**src/rtl/mipi_csi_rx_raw_line_sequencer.sv**
```systemverilog
// Per-packet sequencer in front of the 4-lane RAW depacker: gates payload words,
// enforces the inter-packet valid-low gap, and tracks line/frame boundaries and errors.
module mipi_csi_rx_raw_line_sequencer #(
    parameter int GAP_CYCLES    = 2,
    parameter int FLUSH_TIMEOUT = 15
) (
    input  logic        clk_i,
    input  logic        reset_i,
    input  logic        header_valid_i,
    input  logic [5:0]  header_dt_i,
    input  logic [15:0] header_wc_i,
    input  logic        payload_valid_i,
    input  logic [63:0] payload_i,
    input  logic [15:0] expected_pixels_i,
    output logic        depack_valid_o,
    output logic [63:0] depack_data_o,
    output logic [2:0]  depack_type_o,
    input  logic        depack_out_valid_i,
    output logic        frame_start_o,
    output logic        frame_end_o,
    output logic        line_start_o,
    output logic        line_end_o,
    output logic [15:0] line_count_o,
    output logic [15:0] pixel_count_o,
    output logic        busy_o,
    output logic        err_unsupported_o,
    output logic        err_short_o,
    output logic        err_long_o,
    output logic        err_gap_o,
    output logic        err_overrun_o
);

    // state   | meaning
    // IDLE    | waiting for a header; only state where depack_type_o may change
    // PAYLOAD | forwarding ceil(wc/8) words to the depacker
    // FLUSH   | valid low, waiting for depacker output to drain (or timeout)
    // GAP     | valid held low so the depacker can rewind
    // DISCARD | swallowing payload of an unsupported long packet
    typedef enum logic [2:0] {
        S_IDLE, S_PAYLOAD, S_FLUSH, S_GAP, S_DISCARD
    } state_t;

    state_t      state_q, state_d;
    logic [13:0] words_q, words_d;
    logic [15:0] tmr_q, tmr_d;
    logic        seen_q, seen_d;
    logic [15:0] pix_q, pix_d;

    logic        valid_d, fs_d, fe_d, ls_d, le_d;
    logic        unsup_d, short_d, long_d, gap_d, ovr_d;
    logic [63:0] data_d;
    logic [2:0]  type_d;
    logic [15:0] line_cnt_d, pix_out_d;
    logic [16:0] wc_sum;
    logic [13:0] wc_words;
    logic        is_raw, flush_exit;

    assign wc_sum   = {1'b0, header_wc_i} + 17'd7;
    assign wc_words = wc_sum[16:3];
    assign is_raw   = (header_dt_i == 6'h2B) || (header_dt_i == 6'h2C) || (header_dt_i == 6'h2D);
    assign busy_o   = (state_q != S_IDLE);

    always_comb begin
        state_d    = state_q;
        words_d    = words_q;
        tmr_d      = tmr_q;
        seen_d     = seen_q;
        pix_d      = pix_q;
        valid_d    = 1'b0;
        data_d     = depack_data_o;
        type_d     = depack_type_o;
        fs_d       = 1'b0;
        fe_d       = 1'b0;
        ls_d       = 1'b0;
        le_d       = 1'b0;
        unsup_d    = 1'b0;
        short_d    = 1'b0;
        long_d     = 1'b0;
        gap_d      = 1'b0;
        ovr_d      = header_valid_i && (state_q != S_IDLE);
        line_cnt_d = line_count_o;
        pix_out_d  = pixel_count_o;
        flush_exit = 1'b0;

        if ((state_q == S_PAYLOAD || state_q == S_FLUSH) && depack_out_valid_i)
            pix_d = (pix_q > 16'hFFF7) ? 16'hFFFF : pix_q + 16'd8;

        case (state_q)
            S_IDLE: begin
                if (header_valid_i) begin
                    if (header_dt_i == 6'h00) begin
                        fs_d       = 1'b1;
                        line_cnt_d = 16'd0;
                    end else if (header_dt_i == 6'h01) begin
                        fe_d = 1'b1;
                    end else if (is_raw) begin
                        if (header_wc_i != 16'd0) begin
                            type_d  = header_dt_i[2:0];
                            words_d = wc_words;
                            ls_d    = 1'b1;
                            pix_d   = 16'd0;
                            state_d = S_PAYLOAD;
                        end
                    end else if (header_dt_i >= 6'h10) begin
                        unsup_d = 1'b1;
                        words_d = wc_words;
                        state_d = S_DISCARD;
                    end
                end
            end
            S_PAYLOAD: begin
                seen_d = 1'b0;
                tmr_d  = 16'(FLUSH_TIMEOUT - 1);
                if (payload_valid_i) begin
                    valid_d = 1'b1;
                    data_d  = payload_i;
                    words_d = words_q - 14'd1;
                    if (words_q == 14'd1)
                        state_d = S_FLUSH;
                end else begin
                    gap_d   = 1'b1;
                    state_d = S_FLUSH;
                end
            end
            S_FLUSH: begin
                if (depack_out_valid_i)
                    seen_d = 1'b1;
                flush_exit = (seen_q && !depack_out_valid_i) || (tmr_q == 16'd0);
                if (flush_exit) begin
                    le_d       = 1'b1;
                    pix_out_d  = pix_q;
                    line_cnt_d = (line_count_o == 16'hFFFF) ? 16'hFFFF : line_count_o + 16'd1;
                    if (expected_pixels_i != 16'd0) begin
                        short_d = (pix_q < expected_pixels_i);
                        long_d  = (pix_q > expected_pixels_i);
                    end
                    tmr_d   = 16'(GAP_CYCLES - 1);
                    state_d = S_GAP;
                end else begin
                    tmr_d = tmr_q - 16'd1;
                end
            end
            S_GAP: begin
                if (tmr_q == 16'd0)
                    state_d = S_IDLE;
                else
                    tmr_d = tmr_q - 16'd1;
            end
            S_DISCARD: begin
                // a payload gap simply ends the discard early
                if (words_q == 14'd0 || !payload_valid_i) begin
                    tmr_d   = 16'(GAP_CYCLES - 1);
                    state_d = S_GAP;
                end else begin
                    words_d = words_q - 14'd1;
                end
            end
            default: state_d = S_IDLE;
        endcase
    end

    always_ff @(posedge clk_i or posedge reset_i) begin
        if (reset_i) begin
            state_q           <= S_IDLE;
            words_q           <= '0;
            tmr_q             <= '0;
            seen_q            <= 1'b0;
            pix_q             <= '0;
            depack_valid_o    <= 1'b0;
            depack_data_o     <= '0;
            depack_type_o     <= '0;
            frame_start_o     <= 1'b0;
            frame_end_o       <= 1'b0;
            line_start_o      <= 1'b0;
            line_end_o        <= 1'b0;
            line_count_o      <= '0;
            pixel_count_o     <= '0;
            err_unsupported_o <= 1'b0;
            err_short_o       <= 1'b0;
            err_long_o        <= 1'b0;
            err_gap_o         <= 1'b0;
            err_overrun_o     <= 1'b0;
        end else begin
            state_q           <= state_d;
            words_q           <= words_d;
            tmr_q             <= tmr_d;
            seen_q            <= seen_d;
            pix_q             <= pix_d;
            depack_valid_o    <= valid_d;
            depack_data_o     <= data_d;
            depack_type_o     <= type_d;
            frame_start_o     <= fs_d;
            frame_end_o       <= fe_d;
            line_start_o      <= ls_d;
            line_end_o        <= le_d;
            line_count_o      <= line_cnt_d;
            pixel_count_o     <= pix_out_d;
            err_unsupported_o <= unsup_d;
            err_short_o       <= short_d;
            err_long_o        <= long_d;
            err_gap_o         <= gap_d;
            err_overrun_o     <= ovr_d;
        end
    end

endmodule

```
**config.mk**
```make
export PLATFORM = sky130hd
export DESIGN_NAME = mipi_csi_rx_raw_line_sequencer
export DESIGN_NICKNAME = d
export VERILOG_FILES = /design/src/rtl/mipi_csi_rx_raw_line_sequencer.sv
export SDC_FILE = /design/constraint.sdc
export NUM_CORES = 1
export LEC_CHECK = 0
export ABC_AREA = 1
export CAP_MARGIN = 25
export CORE_MARGIN = 2
export CORE_UTILIZATION = 30
export CTS_CLUSTER_DIAMETER = 120
export CTS_CLUSTER_SIZE = 25
export DETAILED_ROUTE_END_ITERATION = 8
export GPL_TIMING_DRIVEN = 0
export MAX_ROUTING_LAYER = met4
export PLACE_DENSITY_LB_ADDON = 0.05
export SKIP_LAST_GASP = 1
export SLEW_MARGIN = 20
export SYNTH_ARGS = -nofsm -noshare
export SYNTH_HDL_FRONTEND = slang
export SYNTH_SLANG_ARGS = --single-unit
export TNS_END_PERCENT = 30
```
**constraint.sdc**
```tcl
create_clock -name clk_i -period 7.6 [get_ports clk_i]
set_input_delay 1.52 -clock clk_i [delete_from_list [all_inputs] [get_ports clk_i]]
set_output_delay 1.52 -clock clk_i [all_outputs]
set_load 0.005 [all_outputs]
```
==> results_dict.tcl <==
set metrics [dict create \
    grt_pass1_vias 7768 \
    hp-start "depack_data_o[28]" \
    maxSlewViolCount 0 \
    via_count 8418 \
    hold_slack_ns 0.468 \
    crit_required_ns 6.08 \
    die_w_um 177 \
    antenna_found_initial 0 \
    track_usage 0.179 \
    dieArea_um2 31300 \
    rsz0062_at_grt "no" \
    cap_violations 0 \
    leakage_nw 6.14 \
    end_kind "output port" \
    worst-path-max-fanout 8 \
    synthAdderAreaFrac 0.0320 \
    wirelength_mm 27.1 \
    drc 0 \
    first_pass_iters 5 \
    crit_buf_inv 3 \
    ctsHoldBuffers 0 \
    run_status "complete, no violations" \
    grt_pass1_wl_mm 42.8 \
    insertedDiodeCount 0 \
    synth-xor-area-share 0.0166 \
    syn_inst 1221 \
    synth_cell_types 41 \
    power-per-cell-area_nw_per_um2 336 \
    numCtsBuffers 17 \
    worstReg2RegStart "line_count_o[1]" \
    synth_compound_area_frac 0.0592 \
    die_y_um 177 \
    synthSimpleGateAreaFrac 0.372 \
    synthMuxAreaShare 0 \
    syn_nets 1351 \
    htreeDepth 4 \
    insertion_delay_ns 0.43 \
    fmax_mhz 300 \
    hold_viol 0 \
    synth-seq-cells 159 \
    dp_hpwl_mm 20.7 \
    clock_sinks 159 \
    crit_type "reg2out" \
    grt_max_degree 76 \
    setup_viol 0 \
    finalWeightedCongestion 0.829 \
    fin_crit_sh 0.438 \
    drive_gt1_frac 0.0857 \
    drt-vias-per-instance 4.52 \
    synth_seq_area_share 0.443 \
    syn_area_um2 8980 \
    fin_nets 1588 \
    synth_warnings 0 \
    area_growth_pct 37.2 \
    fin_worst_skew_ns 0.0170 \
    slew_headroom 0.467 \
    period_needed_ns 3.33 \
    max_slew.worst_pin.slew_ns 0.794 \
    synth_top_family_by_area "simple AND/OR/NAND/NOR gates" \
    root_buffer "clkbuf_16" \
    tritoncts "built" \
    cp-startpoint "state_q[1]" \
    wl_per_cell_um 14.6 \
    row_count 63 \
    path_cells "inv_2, nand2_2, nor2_8, inv_1, clkdlybuf4s50_1" \
    start_util 0.304 \
    hold_class "reg2reg" \
    fillers 3105 \
    slowest_delay_ns 0.47 \
    cp.arrival_ns 1.81 \
    vdd_drop_max_mv 0.198 \
    cts_setup_buffers 0 \
    fin_util 0.417 \
    cts_resized 0 \
    num_io_pins 217 \
    port_buffers 216 \
    clk_pin_slew_ns 0.07 \
    cp-start-kind "flip-flop" \
    core_um2 29600 \
    drt_iter0_drc 436 \
    avgSynthCellArea_um2 7.36 \
    crit_family "buffers and inverters" \
    drtAntennaViolNets 0 \
    slowest_stage "dfrtp_1" \
    clk_path_buf_depth 2 \
    grt-ovfl-total 0 \
]
[flip-flops by register name, indices dropped and copies added, names as in the netlist]
register / flops
line_end_o: 1
err_long_o: 1
depack_type_o: 3
seen_q: 1
err_unsupported_o: 1
line_count_o: 16
frame_end_o: 1
err_short_o: 1
pixel_count_o: 16
tmr_q: 16
err_overrun_o: 1
depack_data_o: 64
pix_q: 16
words_q: 14
depack_valid_o: 1
line_start_o: 1
err_gap_o: 1
frame_start_o: 1
state_q: 3
[Yosys cell counts]
library cell / n / area share
nand3_1: 87 / 0.048
nor3_1: 16 / 0.0089
clkinv_1: 1 / 0.00042
o21bai_1: 3 / 0.0025
nor2b_1: 1 / 0.00070
buf_1: 1 / 0.00042
xor2_1: 16 / 0.016
a21oi_2: 2 / 0.0020
o21ai_2: 9 / 0.0088
o21ai_0: 35 / 0.020
nand3b_1: 4 / 0.0033
nor2_1: 109 / 0.046
a21boi_0: 1 / 0.00084
and2_1: 2 / 0.0014
o21a_1: 2 / 0.0017
nor3b_1: 1 / 0.00084
nand4_1: 26 / 0.018
nand2_1: 474 / 0.20
buf_6: 4 / 0.0050
ha_1: 23 / 0.032
nand3_4: 1 / 0.0020
clkbuf_1: 5 / 0.0021
nand2_4: 7 / 0.0088
buf_4: 4 / 0.0033
o211ai_1: 1 / 0.00084
nand2_2: 20 / 0.014
buf_12: 1 / 0.0022
buf_2: 16 / 0.0089
nor2_4: 6 / 0.0075
xnor2_1: 1 / 0.00098
nor4_1: 2 / 0.0014
inv_1: 125 / 0.052
nor2_2: 3 / 0.0021
nand3_2: 3 / 0.0033
inv_2: 7 / 0.0029
or2_2: 4 / 0.0028
o21ai_1: 18 / 0.010
nor2_8: 2 / 0.0045
a21oi_1: 17 / 0.0095
dfrtp_1: 159 / 0.44
o21ai_4: 2 / 0.0036
[layout make-up]
cell class | instances | area, um^2 | share of cell area
sequential | 159 | 3980 | 0.323
multi-input combinational | 898 | 4310 | 0.350
timing repair buffer | 218 | 2220 | 0.180
tap | 390 | 488 | 0.0396
buffer | 31 | 198 | 0.0160
clock buffer | 17 | 425 | 0.0345
clock inverter | 15 | 200 | 0.0162
inverter | 133 | 507 | 0.0411
[kinds of logic after synthesis]
group | count (synthesis)
flops | 159
compound gates | 90
simple gates | 768
buf+inv | 164
xor+xnor | 17
fa+ha+maj | 23
[cell usage in the layout, fill, tap and decap left out, drive strengths merged, types with 19 or more instances in the layout]
cell           synthesis  layout
a21oi                 19      19
buf                   26      28
clkbuf                 5      22
clkdlybuf4s50          0     216
dfrtp                159     159
ha                    23      23
inv                  132     137
nand2                501     501
nand3                 91      91
nand4                 26      26
nor2                 120     120
o21ai                 64      64
[per-stage QoR]
| stage | setup WS [ns] | cells | total power, mW | cell area [um^2] | TNS (ns) |
|---|---|---|---|---|---|
| after detailed placement | 4.20 | 1829 | 3.27 | 11700 | 0 |
| final | 4.27 | 1861 | 4.14 | 12300 | 0 |
| after floorplan | 1.79 | 1221 | 2.40 | 8980 | 0 |
| after global placement | -1.07 | 1827 | 3.25 | 11600 | -167.76 |
| after global routing | 4.20 | 1861 | 4.48 | 12300 | 0 |
| after CTS | 4.22 | 1861 | 4.21 | 12300 | 0 |
[worst reg2reg max path, cell delays in order, from the launching register on]
cell and delay (ns):
dfrtp_1 0.46, ha_1 0.22, nand3_1 0.19, inv_1 0.12, nand2_1 0.05, nor2_1 0.21
nand2_1 0.15, nor2_1 0.14, buf_2 0.23, o21ai_0 0.14, o21ai_2 0.07
[worst paths after layout]
kind / end / slack [ns] / depth (start not counted)
min reg2reg: depack_data_o[28] / 0.47 / 2
min in group asynchronous: depack_data_o[31] / 1.45 / 2
min: depack_data_o[28] / 0.47 / 2
max in group asynchronous: depack_data_o[46] / 5.19 / 4
max reg2reg: line_count_o[7] / 5.55 / 10
max: busy_o / 4.27 / 5
[report_power, final]
| part | switching, mW | internal (mW) | total (mW) |
|---|---|---|---|
| sequential | 0.255 | 1.15 | 1.40 |
| combinational | 0.959 | 0.867 | 1.83 |
| clock | 0.408 | 0.502 | 0.910 |
| total | 1.62 | 2.52 | 4.14 |
[layer usage]
layer / vias to the layer above / wire, um / part of all wire / global-route usage
li1: 4319 / - / - / -
met1: 3944 / 13000 / 0.48 / 0.243
met5: - / 0 / 0 / -
met3: 22 / 935 / 0.035 / 0.0286
met4: 0 / 262 / 0.0097 / 0.0372
met2: 133 / 12900 / 0.48 / 0.281
Note: power is estimated with default switching activity, not from simulation.
